==> src/rtl/atm_txn_engine.sv <==
// ATM transaction engine: turns debounced deposit/withdraw button edges into validated balance updates.
// Optional feature macro ATM_SATURATE_EN: out-of-range transactions commit with a clamped balance.
module atm_txn_engine #(
    parameter int HOLD_CYCLES = 100_000_000
) (
    input  logic       clk,
    input  logic       reset,
    input  logic       dep_btn,
    input  logic       wdr_btn,
    input  logic [5:0] sw,
    output logic [7:0] balance,
    output logic [7:0] bill_value,
    output logic       txn_done,
    output logic       busy,
    output logic       err_bill,
    output logic       err_over,
    output logic       err_under
);

    localparam int CNT_W = $clog2(HOLD_CYCLES);
    localparam logic [CNT_W-1:0] HOLD_LAST = CNT_W'(HOLD_CYCLES - 1);

    typedef enum logic [2:0] {IDLE, DECODE, CHECK, COMMIT, HOLD} state_t;

    state_t state, state_next;

    logic             dep_cur, dep_prev, wdr_cur, wdr_prev;
    logic             dep_edge, wdr_edge;
    logic             op_wdr;
    logic [7:0]       bill_reg;
    logic [CNT_W-1:0] hold_cnt;
    logic [8:0]       dep_sum;
    logic [7:0]       commit_value;
    logic             err_any;
    logic             start_dep, start_wdr, latch_bill;
    logic             set_bill, set_over, set_under, do_commit, hold_done;

    assign dep_edge = dep_cur & ~dep_prev;
    assign wdr_edge = wdr_cur & ~wdr_prev;
    assign err_any  = err_bill | err_over | err_under;
    assign busy     = (state != IDLE);
    assign dep_sum  = {1'b0, balance} + {1'b0, bill_reg};

    always_comb begin
        bill_value = 8'd0;
        case (sw)
            6'b000001: bill_value = 8'd1;
            6'b000010: bill_value = 8'd5;
            6'b000100: bill_value = 8'd10;
            6'b001000: bill_value = 8'd20;
            6'b010000: bill_value = 8'd50;
            6'b100000: bill_value = 8'd100;
            default:   bill_value = 8'd0;
        endcase
    end

    // Clamping only matters when an out-of-range transaction is allowed to reach COMMIT.
    always_comb begin
        commit_value = 8'd0;
        if (!op_wdr)
            commit_value = dep_sum[8] ? 8'hFF : dep_sum[7:0];
        else
            commit_value = (bill_reg > balance) ? 8'h00 : balance - bill_reg;
    end

    always_ff @(posedge clk or negedge reset) begin
        if (!reset) state <= IDLE;
        else        state <= state_next;
    end

    always_comb begin
        state_next = state;
        start_dep  = 1'b0;
        start_wdr  = 1'b0;
        latch_bill = 1'b0;
        set_bill   = 1'b0;
        set_over   = 1'b0;
        set_under  = 1'b0;
        do_commit  = 1'b0;
        hold_done  = 1'b0;
        case (state)
            IDLE: begin
                if (dep_edge && !wdr_edge) begin
                    start_dep  = 1'b1;
                    state_next = DECODE;
                end else if (wdr_edge && !dep_edge) begin
                    start_wdr  = 1'b1;
                    state_next = DECODE;
                end
            end
            DECODE: begin
                latch_bill = 1'b1;
                if (bill_value == 8'd0) begin
                    set_bill   = 1'b1;
                    state_next = HOLD;
                end else begin
                    state_next = CHECK;
                end
            end
            CHECK: begin
                state_next = COMMIT;
                if (!op_wdr && dep_sum[8]) begin
                    set_over = 1'b1;
`ifdef ATM_SATURATE_EN
                    state_next = COMMIT;
`else
                    state_next = HOLD;
`endif
                end else if (op_wdr && (bill_reg > balance)) begin
                    set_under = 1'b1;
`ifdef ATM_SATURATE_EN
                    state_next = COMMIT;
`else
                    state_next = HOLD;
`endif
                end
            end
            COMMIT: begin
                do_commit  = 1'b1;
                state_next = err_any ? HOLD : IDLE;
            end
            HOLD: begin
                if (hold_cnt == HOLD_LAST) begin
                    hold_done  = 1'b1;
                    state_next = IDLE;
                end
            end
            default: state_next = IDLE;
        endcase
    end

    // The hold counter runs whenever a flag is up, so a flag raised in CHECK ahead of COMMIT still lasts HOLD_CYCLES.
    always_ff @(posedge clk or negedge reset) begin
        if (!reset) begin
            dep_cur   <= 1'b0;
            dep_prev  <= 1'b0;
            wdr_cur   <= 1'b0;
            wdr_prev  <= 1'b0;
            op_wdr    <= 1'b0;
            bill_reg  <= 8'd0;
            balance   <= 8'd0;
            txn_done  <= 1'b0;
            err_bill  <= 1'b0;
            err_over  <= 1'b0;
            err_under <= 1'b0;
            hold_cnt  <= '0;
        end else begin
            dep_cur  <= dep_btn;
            dep_prev <= dep_cur;
            wdr_cur  <= wdr_btn;
            wdr_prev <= wdr_cur;
            txn_done <= do_commit;
            if (start_dep) op_wdr <= 1'b0;
            if (start_wdr) op_wdr <= 1'b1;
            if (latch_bill) bill_reg <= bill_value;
            if (do_commit) balance <= commit_value;
            if (hold_done) begin
                err_bill  <= 1'b0;
                err_over  <= 1'b0;
                err_under <= 1'b0;
                hold_cnt  <= '0;
            end else begin
                if (set_bill)  err_bill  <= 1'b1;
                if (set_over)  err_over  <= 1'b1;
                if (set_under) err_under <= 1'b1;
                if (err_any)   hold_cnt  <= hold_cnt + CNT_W'(1);
            end
        end
    end

endmodule

==> config.mk <==
export PLATFORM = sky130hd
export DESIGN_NAME = atm_txn_engine
export DESIGN_NICKNAME = d
export VERILOG_FILES = /design/src/rtl/atm_txn_engine.sv
export SDC_FILE = /design/constraint.sdc
export NUM_CORES = 1
export LEC_CHECK = 0
export BUFFER_PORTS_ARGS = -buffer_cell sky130_fd_sc_hd__buf_2
export CAP_MARGIN = 0
export CELL_PAD_IN_SITES_DETAIL_PLACEMENT = 0
export CELL_PAD_IN_SITES_GLOBAL_PLACEMENT = 1
export CORE_MARGIN = 3
export CORE_UTILIZATION = 41
export DETAILED_ROUTE_END_ITERATION = 16
export GPL_ROUTABILITY_DRIVEN = 0
export MAX_ROUTING_LAYER = met4
export PLACE_DENSITY_LB_ADDON = 0.1
export SYNTH_ARGS = -nofsm -noshare
export SYNTH_HDL_FRONTEND = slang
export SYNTH_SLANG_ARGS = --single-unit
==> constraint.sdc <==
create_clock -name clk -period 2.3 [get_ports clk]
set_input_delay 0.46 -clock clk [delete_from_list [all_inputs] [get_ports clk]]
set_output_delay 0.46 -clock clk [all_outputs]
set_load 0.01 [all_outputs]
### Word-level counts from Yosys, hierarchy flattened

Index checks and enable logic that the tools add are counted.

* bits in registers: 55
* output and inout port bits: 21

* add/subtract/negate cells: 3
* magnitude comparators: 1
* eq/ne operators: 13
* muxes and demuxes: 38
* bitwise operators: 6
* reductions and logical operators: 16

Operators with widths (number)
* two-way mux 27 bit: 2
* case mux 7 bit (6 select lines): 1
* adder 27 x 1 -> 27 bit (second input constant): 1
* equality test 27 bit (second input constant): 1
* two-way mux 1 bit: 24
* two-way mux 8 bit: 3
* two-way mux 3 bit: 7
* case mux 3 bit (5 select lines): 1
* nonzero test 2 bit: 5
* adder 8 x 8 -> 9 bit: 1
* greater-than comparator 8 bit: 1
* logical NOT 8 bit: 1
* subtractor 8 bit: 1
* equality test 3 x 2 -> 1 bit (second input constant): 2
* equality test 6 x 1 -> 1 bit (second input constant): 1
* equality test 6 x 2 -> 1 bit (second input constant): 1
* equality test 6 x 3 -> 1 bit (second input constant): 1
* equality test 6 x 4 -> 1 bit (second input constant): 1
* equality test 6 x 5 -> 1 bit (second input constant): 1
* equality test 6 bit (second input constant): 1
* logical AND 1 bit: 4
* equality test 3 x 1 -> 1 bit (second input constant): 1
* equality test 3 bit (second input constant): 1
* logical NOT 1 bit: 3
* other kinds (8): 11

### Longest topological paths before layout

Gate-level depths: netlist (run 1).

* depth after elaboration: 8
* depth in mapped cells: 10
* depth with buffers taken out: 10

### Worst setup path before layout (run 1)

OpenSTA, ideal clock, no wires.

* path kind: register to register
* start point: register balance[4]
* end point: register balance[6]
* arrival time: 2090 ps
* data required time: 2175 ps
* setup slack: 84 ps
* stages on the path, launching flop included: 9
* period minus slack after synthesis: 2216 ps
* cell sequence: dfrtp_1 -> ha_1 -> clkbuf_1 -> nor2_1 -> a221oi_2 -> a21oi_1 -> o21ai_1 -> o221a_2 -> o21ai_1

* cells in the longest elaborated chain, start to end: 3

RTL lines
* start: declaration: line 11 `output logic [7:0] balance,`
* start signal: assignment: line 156 `if (do_commit) balance <= commit_value;`
* adder 8 x 8 -> 9 bit, or another cell as far along: line 42 `assign dep_sum = {1'b0, balance} + {1'b0, bill_reg};`
* two-way mux 8 bit, on equally long branches: line 61, 63
* two-way mux 8 bit *: line 60 `if (!op_wdr)`

Mark *: on every way between the ends. The rest lies on a longest branch, timed or not.
A chain may end at the register's enable or synchronous reset.

### Worst setup path after layout (run 1)

* start point: register balance[0]
* end point: register balance[5]

The elaborated chain is that of the path after synthesis.

==> flow_summary_export.csv, run 1 <==
group,metric,value,unit
placed_design,dp_worst_setup_slack,0.02075,ns
yosys,area_contributors_post_synth,"sky130_fd_sc_hd__dfrtp_1, sky130_fd_sc_hd__ha_1, sky130_fd_sc_hd__nor2_1",
clock_network,tritoncts.num_buffers,5,
pwr,power.leakage,1.773,nW
critical_path,cp_slowest_stage_delay,0.51,ns
outcome,status,"finished, final reports clean",
critical_path,worst-r2r-cell-count,9,
critical_path,cell_with_the_biggest_individual_delay_on_the_critical_path,"sky130_fd_sc_hd__or3b_2",
yosys,synthDistinctLibCells,53,
timing,timing_max_transition_violations_final,0,
global_routing,grt_start_max_net_pins,33,
yosys,synthFlopType,"sky130_fd_sc_hd__dfrtp_1",
global_routing,antenna_found_initial,0,
clock_network,cts_tree,"built",
die,design.core.area,7807,µm²
clock_network,clock-root-buffer,"sky130_fd_sc_hd__clkbuf_8",
pwr,worst_ir_drop_vdd,0.4122,mV
drt,finalWirelength,7.787,mm
finish,layout-drive-gt1-share,20.48,%
pwr,power.switching_fraction,39.20,%
pwr,switchingPower,1.272,mW
yosys,synth.largest_area_cell,"sky130_fd_sc_hd__dfrtp_1",
pwr,power.clock.fraction,17.8,%
critical_path,reg2reg_to,"balance[5]",
yosys,synth_enable_flop_cells,0,
critical_path,cp-start-kind,"flip-flop",
yosys,syn_nets,405,
timing,setup-violations-final,0,
yosys,netlist_top_cells_count,"sky130_fd_sc_hd__dfrtp_1, sky130_fd_sc_hd__nor2_1, sky130_fd_sc_hd__nand2_1",
critical_path,regToRegStartpoint,"balance[0]",
die,die_height,96.37,µm
critical_path,reg2reg_slack,0.08,ns
yosys,async_reset_ff_share,100.0,%
yosys,synth.ff_latch_count,54,
critical_path,worstPathBufferInverterCount,2,
critical_path,critical_path_arrival,2.46,ns
clock_network,worst_setup_hold_path_clk_slew,0.11,ns
drt,route.detailed.vias_per_inst,5.257,
clock_network,postCtsSetupBuffers,0,
timing,fin_worst_skew,0.01056,ns
min_path,worst_hold_path_type,"input port to asynchronous set/reset pin",
global_routing,grt_usage,18.64,%
finish,largest_register_ffs,27,
yosys,synth_seq_area_share,40.36,%
drt,detail_route.wl_per_cell,14.92,µm
finish,final_nets,448,
clock_network,cts.hold.buffers_added,0,
timing,achievable-frequency,449.5,MHz
timing,hold-worst-slack,0.1094,ns
critical_path,required_time_of_the_critical_path,2.53,ns
critical_path,cp_cell_instances,"inv_2 -> ha_1 -> inv_1 -> fa_2 -> a211oi_4 -> o21ai_2 -> nand3_1 -> or3b_2 -> a41oi_1",
flow_run,drv.max_cap_violation_count,0,
timing,final.period_utilization,96.72,%
finish,final.fill_count,784,
global_routing,grt_pass1_wl,13.10,mm
yosys,syn-mean-instance-area,8.905,µm²
die,floorplan.initialDensity,42.88,%
clock_network,cts_resized,0,
pwr,intPower,1.972,mW
timing,worst_pin_slew,0.7450,ns
placed_design,place_hpwl,5.879,mm
die,number_of_placement_rows,32,
clock_network,worstSkewPairLatency,0.32,ns
finish,count_of_antenna_diodes_in_the_layout,0,
clock_network,numClockSinks,54,
pwr,power.share.sequential,40.5,%
critical_path,timing.critical_path.depth,9,
critical_path,worstSetupPathType,"flip-flop to flip-flop",
yosys,synth_area,3348,µm²
yosys,post_synth_inst_count,376,
drt,route.detailed.drc,0,
drt,via_count,2744,
critical_path,critical_path.endpoint_type,"flip-flop",
clock_network,htree_num_levels,2,
pwr,power_frac_comb,41.7,%
global_routing,grt_overflow_total,0,
finish,syn2layout_area_growth,15.58,%
placed_design,numPortBuffers,29,
global_routing,vias_in_the_first_global_route,2586,
yosys,synthesis.yosys.warnings,0,
die,die_w,96.37,µm
critical_path,timing.critical_path.max_delay_family,"simple AND/OR/NAND/NOR gates",
yosys,post-synth-top-count-cell,"sky130_fd_sc_hd__dfrtp_1",
critical_path,critical_path.max_fanout,3,
die,floorplan.die_area,9286,µm²
timing,timing.final.ws_setup,0.07538,ns
clock_network,ctsLongestPathBuffers,2,
timing,final_hold_viol_count,0,
timing,final.min_clock_period,2.225,ns
yosys,synthDominantCellAreaShare,40.36,%
drt,dr_pass1_iterations,4,
pwr,cellPowerDensity,838.3,nW/µm²
drt,detail-route-antenna-nets,0,
timing,slew_headroom,50.33,%
die,floorplan.io_pins,31,
drt,detailedRoute.firstIterationViolations,97,
-- metal layers --
| layer | vias up | track usage [%] | share of wire, % |
|---|---|---|---|
| li1 | 1394 | - | - |
| met1 | 1310 | 28.35 | 52 |
| met2 | 34 | 25.93 | 44 |
| met3 | 6 | 2.658 | 3.7 |
| met4 | 0 | 4.556 | 1.1 |
| met5 | - | - | 0 |
-- worst max-delay path by stage --
stage,startpoint,endpoint
final,balance[0],balance[5]
after detailed placement,balance[0],balance[6]
after global routing,balance[0],balance[6]
after floorplan,balance[4],balance[6]
after global placement,balance[0],balance[6]
after CTS,balance[0],balance[6]
-- metrics by stage --
stage / instance area [µm²] / std cells / util (%) / power, mW / TNS [ns]
2_1_floorplan: 3348 / 376 / - / 2.207 / 0
3_3_place_gp: 3716 / 514 / 47.60 / 2.622 / 0
3_5_place_dp: 3716 / 514 / 47.60 / 2.619 / 0
4_1_cts: 3814 / 522 / 48.85 / 3.212 / 0
5_1_grt: 3870 / 522 / 49.57 / 3.508 / -0.1445
6_report: 3870 / 522 / 49.57 / 3.244 / 0
-- cells in the final DEF (no fill, tap or decap), types with 5 or more instances in the layout --
master,instances
sky130_fd_sc_hd__xnor2_1,16
sky130_fd_sc_hd__nand2b_1,11
sky130_fd_sc_hd__clkbuf_8,5
sky130_fd_sc_hd__buf_2,29
sky130_fd_sc_hd__a21oi_1,19
sky130_fd_sc_hd__nand3_1,17
sky130_fd_sc_hd__ha_1,15
sky130_fd_sc_hd__nor2_1,40
sky130_fd_sc_hd__nand4_1,6
sky130_fd_sc_hd__nor3_1,7
sky130_fd_sc_hd__buf_4,20
sky130_fd_sc_hd__nand2_1,31
sky130_fd_sc_hd__o21ai_0,25
sky130_fd_sc_hd__dfrtp_1,52
sky130_fd_sc_hd__xor2_1,15
sky130_fd_sc_hd__nor4_1,6
sky130_fd_sc_hd__or3_1,6
sky130_fd_sc_hd__nor2b_1,6
sky130_fd_sc_hd__inv_1,20
-- cell families after synthesis --
logic type                 count (synthesis)  synth area share (%)
buffers and inverters                     35                 4.596
other                                      1                0.1120
and+or+nand+nor                          158                 24.44
AOI/OAI and AO/OA                         72                 12.89
adders and majority gates                 19                 7.549
xor gates and xnor gates                  31                 8.109
DFF                                       54                 40.36
muxes                                      6                 1.943
-- final cells by class --
cell class	count	area, µm²	area share [%]
Sequential cell	54	1354	34.98
Inverter	21	78.83	2.037
Clock buffer	5	68.82	1.778
Tap cell	102	127.6	3.298
Clock inverter	3	28.78	0.7436
Multi-Input combinational cell	287	1897	49.01
Timing Repair Buffer	50	315.3	8.147
-- power by group through the flow --
stage                     logic, mW  registers, mW  clock network (mW)
after floorplan               0.934           1.27                   0
after global placement         1.30           1.32                   0
after detailed placement       1.29           1.33                   0
after CTS                      1.30           1.31               0.603
after global routing           1.53           1.34               0.633
final                          1.35           1.31               0.577
(Power assumes the default switching activity.)
==> run 2: changes to the inputs <==
Settings changed: CORE_UTILIZATION 41 to 46.
Clock period 2.3 ns to 2.4 ns, I/O delays scaled along.
==> run 2 against run 1 <==
  * Sequential power fell by 5%
  * Sequential share of layout area increased by 0.72 points
  * Total power decreased by 7.2%
  * Largest cell class unchanged
  * Register-to-register slack gained 0.04 ns
  * Count of clock-buffer cells in the layout is the same
  * Die area shrank 10%
  * Highest routed layer unchanged
  * Worst hold slack better by 0.15 ns
  * Core utilization increased by 5.2 points
  * Critical endpoint is now state[0]
  * Global-route usage up 0.29 points
  * Maximum frequency decreased by 2.7%
  * Combinational power shrank 7%
  * Routed wire length shrank 4.7%
==> flow_summary_export.csv, run 2 (same netlist as run 1, synthesis figures left out) <==
group,metric,value,unit
outcome,status,"finished, final reports clean",
die,die_height,91.32,µm
clock_network,tritoncts.num_buffers,5,
timing,setup_total_negative_slack,0,ns
finish,syn2layout_area_growth,13.04,%
timing,achievable-frequency,437.4,MHz
critical_path,cp-start-kind,"flip-flop",
die,number_of_placement_rows,30,
critical_path,cp_slowest_stage_delay,0.41,ns
timing,slew_headroom,53.45,%
die,floorplan.initialDensity,48.48,%
global_routing,grt_start_max_net_pins,55,
timing,final.min_clock_period,2.286,ns
pwr,cellPowerDensity,795.5,nW/µm²
die,design.core.area,6907,µm²
pwr,intPower,1.831,mW
clock_network,htree_num_levels,2,
placed_design,numPortBuffers,29,
clock_network,numClockSinks,54,
timing,hold-worst-slack,0.2568,ns
die,die_w,91.32,µm
finish,largest_register_ffs,27,
clock_network,worst_setup_hold_path_clk_slew,0.11,ns
finish,count_of_antenna_diodes_in_the_layout,0,
drt,detailedRoute.firstIterationViolations,122,
critical_path,setup.worst_path.end,"state[0]",
placed_design,place_hpwl,5.443,mm
global_routing,grt_pass1_wl,12.49,mm
drt,detail_route.wl_per_cell,14.50,µm
drt,detail-route-antenna-nets,0,
pwr,finalPower,3.011,mW
critical_path,cell_with_the_biggest_individual_delay_on_the_critical_path,"sky130_fd_sc_hd__dfrtp_1",
flow_run,drv.max_cap_violation_count,0,
critical_path,cp_cell_instances,"ha_1 -> fa_1 -> nor2b_1 -> o21ai_1 -> a21oi_1 -> o21ai_1 -> buf_4 -> a31oi_1 -> nor3_1",
drt,route.detailed.vias_per_inst,5.340,
placed_design,instance_count_after_placement_with_tap_cells_included,504,
critical_path,critical_path.endpoint_type,"flip-flop",
timing,timing.final.ws_setup,0.1137,ns
global_routing,vias_in_the_first_global_route,2543,
timing,final.period_utilization,95.26,%
clock_network,ctsLongestPathBuffers,2,
min_path,worst_hold_path_type,"input port to asynchronous set/reset pin",
drt,via_count,2734,
critical_path,regToRegStartpoint,"balance[0]",
pwr,switchingPower,1.180,mW
timing,worst_pin_slew,0.6983,ns
finish,layout-drive-gt1-share,16.83,%
global_routing,grt_overflow_total,0,
critical_path,required_time_of_the_critical_path,2.62,ns
critical_path,reg2reg_to,"state[0]",
clock_network,cts_tree,"built",
drt,route.detailed.drc,0,
clock_network,worstSkewPairLatency,0.31,ns
critical_path,crit_start,"balance[0]",
timing,rsz0062_at_grt,"yes",
placed_design,dp_worst_setup_slack,0.06352,ns
pwr,power.share.sequential,41.5,%
finish,layoutNonFillerInstCount,512,
timing,final_hold_viol_count,0,
pwr,worst_ir_drop_vdd,0.4770,mV
global_routing,grt_usage,18.93,%
clock_network,clock-root-buffer,"sky130_fd_sc_hd__clkbuf_8",
timing,timing_max_transition_violations_final,0,
pwr,power_frac_comb,41.4,%
pwr,power.clock.fraction,17.1,%
timing,setup-violations-final,0,
die,floorplan.io_pins,31,
die,floorplan.die_area,8338,µm²
pwr,power.leakage,1.745,nW
pwr,power.switching_fraction,39.18,%
finish,final_nets,445,
global_routing,antenna_found_initial,0,
drt,finalWirelength,7.422,mm
finish,final_cell_mix,"sky130_fd_sc_hd__dfrtp_1, sky130_fd_sc_hd__nor2_1, sky130_fd_sc_hd__nand2_1",
critical_path,worst_path_most_repeated_cell,"sky130_fd_sc_hd__o21ai_1",
critical_path,critical_path.max_fanout,5,
finish,layout.cells.most_common,"sky130_fd_sc_hd__dfrtp_1",
drt,dr_pass1_iterations,4,
critical_path,worst-r2r-cell-count,9,
timing,fin_worst_skew,0.01523,ns
critical_path,critical_path_arrival,2.51,ns
critical_path,reg2reg_slack,0.11,ns
critical_path,worstSetupPathType,"flip-flop to flip-flop",
[run 2: cell type report]
| type | instances | area [µm²] |
|---|---|---|
| Sequential cell | 54 | 1351 |
| Inverter | 21 | 78.83 |
| Multi-Input combinational cell | 287 | 1871 |
| Tap cell | 96 | 120.1 |
| Clock inverter | 2 | 15.01 |
| Fill cell | 682 | 3122 |
| Clock buffer | 5 | 68.82 |
| Timing Repair Buffer | 47 | 280.3 |
[run 2: worst min path at each step]
stage,startpoint,end,slack [ns],depth (start not counted)
finish,reset,balance[5],0.26,2
global route,dep_btn,dep_cur,0.25,1
CTS,dep_btn,dep_cur,0.26,1
detailed placement,dep_cur,dep_prev,0.36,0
global placement,dep_cur,dep_prev,0.37,0
floorplan,reset,balance[0],0.18,0
[run 2: worst max-delay path: cells and delay by family (launching register included)]
family	cells	cell delay (ns)
adders and majority gates	2	0.64
and+or+nand+nor	2	0.33
AOI/OAI and AO/OA	4	0.62
buffers and inverters	1	0.18
DFF	1	0.41
[run 2: what timing repair did]
| item | CTS | global route |
|---|---|---|
| resized for setup | 0 | 6 |
| setup endpoints to repair | 0 | 12 |
| hold buffers | 0 | 0 |
| setup buffers | 0 | 1 |
[run 2: metal layers]
layer	global-route usage [%]	share of wire (%)
met1	28.61	53
met2	26.73	43
met3	3.065	3.7
met4	3.894	0.46
met5	-	0
[run 2: stage by stage]
step	instance area, µm²	utilization [%]
floorplan	3348	-
global placement	3666	53.08
detailed placement	3666	53.08
CTS	3750	54.29
global route	3785	54.80
finish	3785	54.80
[run 2: power groups by stage]
stage,combinational (mW),sequential (mW),clock [mW]
4_1_cts,1.21,1.25,0.534
3_3_place_gp,1.20,1.26,0
5_1_grt,1.41,1.28,0.572
6_report,1.25,1.25,0.514
2_1_floorplan,0.895,1.22,0
3_5_place_dp,1.20,1.27,0
==> run 3: changes to the inputs <==
Settings changed: BUFFER_PORTS_ARGS -buffer_cell sky130_fd_sc_hd__buf_2 to not set, DONT_BUFFER_PORTS set to 1, SKIP_CTS_REPAIR_TIMING set to 1.
==> run 3 against run 2 <==
  * Sequential power about the same
  * Register-to-register slack about the same
  * Critical endpoint is now balance[5]
  * Global-route usage up 0.14 points
  * Worst hold slack worse by 0.25 ns
  * Setup slack better by 0.011 ns
==> flow_summary_export.csv, run 3 (same netlist as run 1, synthesis figures left out) <==
group,metric,value,unit
outcome,status,"finished, final reports clean",
die,die_height,91.32,µm
clock_network,clock-root-buffer,"sky130_fd_sc_hd__clkbuf_8",
placed_design,place_hpwl,5.441,mm
global_routing,grt_usage,19.06,%
drt,detail-route-antenna-nets,0,
drt,detailedRoute.firstIterationViolations,157,
pwr,power.clock.fraction,20.7,%
timing,final.min_clock_period,2.275,ns
die,floorplan.io_pins,31,
die,die_w,91.32,µm
global_routing,antenna_found_initial,0,
clock_network,ctsLongestPathBuffers,2,
clock_network,numClockSinks,54,
clock_network,worstSkewPairLatency,0.31,ns
finish,syn2layout_area_growth,10.54,%
die,floorplan.initialDensity,48.48,%
finish,final_cell_mix,"sky130_fd_sc_hd__dfrtp_1, sky130_fd_sc_hd__nor2_1, sky130_fd_sc_hd__nand2_1",
pwr,power.share.sequential,40.4,%
global_routing,vias_in_the_first_global_route,2502,
drt,route.detailed.drc,0,
critical_path,critical_path.max_fanout,6,
pwr,finalPower,3.114,mW
finish,layoutNonFillerInstCount,486,
drt,finalWirelength,7.285,mm
placed_design,dp_worst_setup_slack,0.1244,ns
finish,layout.cells.most_common,"sky130_fd_sc_hd__dfrtp_1",
timing,setup_total_negative_slack,0,ns
pwr,intPower,1.940,mW
min_path,worst_hold_path_type,"input port to asynchronous set/reset pin",
finish,layout-drive-gt1-share,11.28,%
finish,final.fill_count,660,
finish,post-route-util,53.59,%
timing,rsz0062_at_grt,"yes",
finish,final_nets,418,
clock_network,tritoncts.num_buffers,5,
clock_network,worst_setup_hold_path_clk_slew,0.11,ns
timing,fin_worst_skew,0.009489,ns
timing,achievable-frequency,439.5,MHz
critical_path,critical_path_arrival,2.51,ns
die,design.core.area,6907,µm²
clock_network,cts_tree,"built",
critical_path,worstSetupPathType,"flip-flop to flip-flop",
placed_design,instance_count_after_placement_with_tap_cells_included,477,
pwr,power.leakage,1.649,nW
drt,via_count,2673,
timing,final_hold_viol_count,0,
flow_run,drv.max_cap_violation_count,0,
timing,timing_max_transition_violations_final,0,
finish,count_of_antenna_diodes_in_the_layout,0,
clock_network,htree_num_levels,2,
global_routing,grt_start_max_net_pins,55,
pwr,worst_ir_drop_vdd,0.3945,mV
critical_path,cp-start-kind,"flip-flop",
pwr,power.switching_fraction,37.70,%
die,number_of_placement_rows,30,
timing,worst_pin_slew,0.6703,ns
global_routing,grt_pass1_wl,12.56,mm
pwr,power_frac_comb,38.9,%
placed_design,numPortBuffers,0,
timing,setup-violations-final,0,
timing,final.period_utilization,94.81,%
drt,detail_route.wl_per_cell,14.99,µm
die,floorplan.die_area,8338,µm²
timing,timing.final.ws_setup,0.1245,ns
global_routing,grt_overflow_total,0,
pwr,cellPowerDensity,841.3,nW/µm²
timing,slew_headroom,54.90,%
pwr,switchingPower,1.174,mW
critical_path,required_time_of_the_critical_path,2.64,ns
finish,largest_register_ffs,27,
critical_path,critical_path.endpoint_type,"flip-flop",
drt,route.detailed.vias_per_inst,5.500,
drt,dr_pass1_iterations,4,
==> run 3: path summary, 6_finish.rpt <==
path	from	end	slack (ns)	cells past startpoint
worst min-delay path	reset	balance[5]	0.01	1
max in group asynchronous	reset	balance[0]	2.14	1
worst max register to register	balance[3]	balance[5]	0.12	6
worst min register to register	dep_cur	dep_prev	0.39	0
min in group clk	wdr_btn	wdr_cur	0.19	0
worst max-delay path	balance[3]	balance[5]	0.12	6
==> run 3: final cells by class <==
type | count | area, µm² | share of cell area (%)
clock buffers | 5 | 68.82 | 1.859
flip-flops and latches | 54 | 1353 | 36.55
inverters | 21 | 78.83 | 2.130
multi-input cells | 287 | 1862 | 50.30
repair buffers | 20 | 170.2 | 4.598
clock inverters | 3 | 48.80 | 1.318
well taps | 96 | 120.1 | 3.245
==> run 3: power groups by stage <==
stage	Sequential, mW	Clock (mW)	Combinational (mW)
2_1_floorplan	1.22	0	0.895
3_3_place_gp	1.27	0	1.14
4_1_cts	1.26	0.662	1.15
5_1_grt	1.29	0.701	1.37
3_5_place_dp	1.27	0	1.14
6_report	1.26	0.644	1.21
==> run 3: critical path, cell delays in order (launching register included) <==
cell	delay (ns)
sky130_fd_sc_hd__dfrtp_1	0.48
sky130_fd_sc_hd__ha_1	0.38
sky130_fd_sc_hd__buf_4	0.18
sky130_fd_sc_hd__or3_1	0.41
sky130_fd_sc_hd__a2111oi_0	0.45
sky130_fd_sc_hd__nor3b_1	0.10
sky130_fd_sc_hd__a41oi_1	0.20
==> run 3: per-layer routing <==
metal | global-route usage, % | vias to the layer above | routed length (µm)
met5 | - | - | 0
met1 | 27.39 | 1299 | 3713
li1 | - | 1320 | -
met3 | 4.971 | 6 | 318
met2 | 26.98 | 48 | 3198
met4 | 4.271 | 0 | 55
==> run 3: metrics by stage <==
stage                     hold slack (ns)  cell area, µm²
final                             0.01069            3701
after floorplan                    0.1844            3348
after detailed placement           0.1863            3536
after CTS                         -0.1652            3654
after global routing             0.006943            3701
after global placement             0.1863            3536
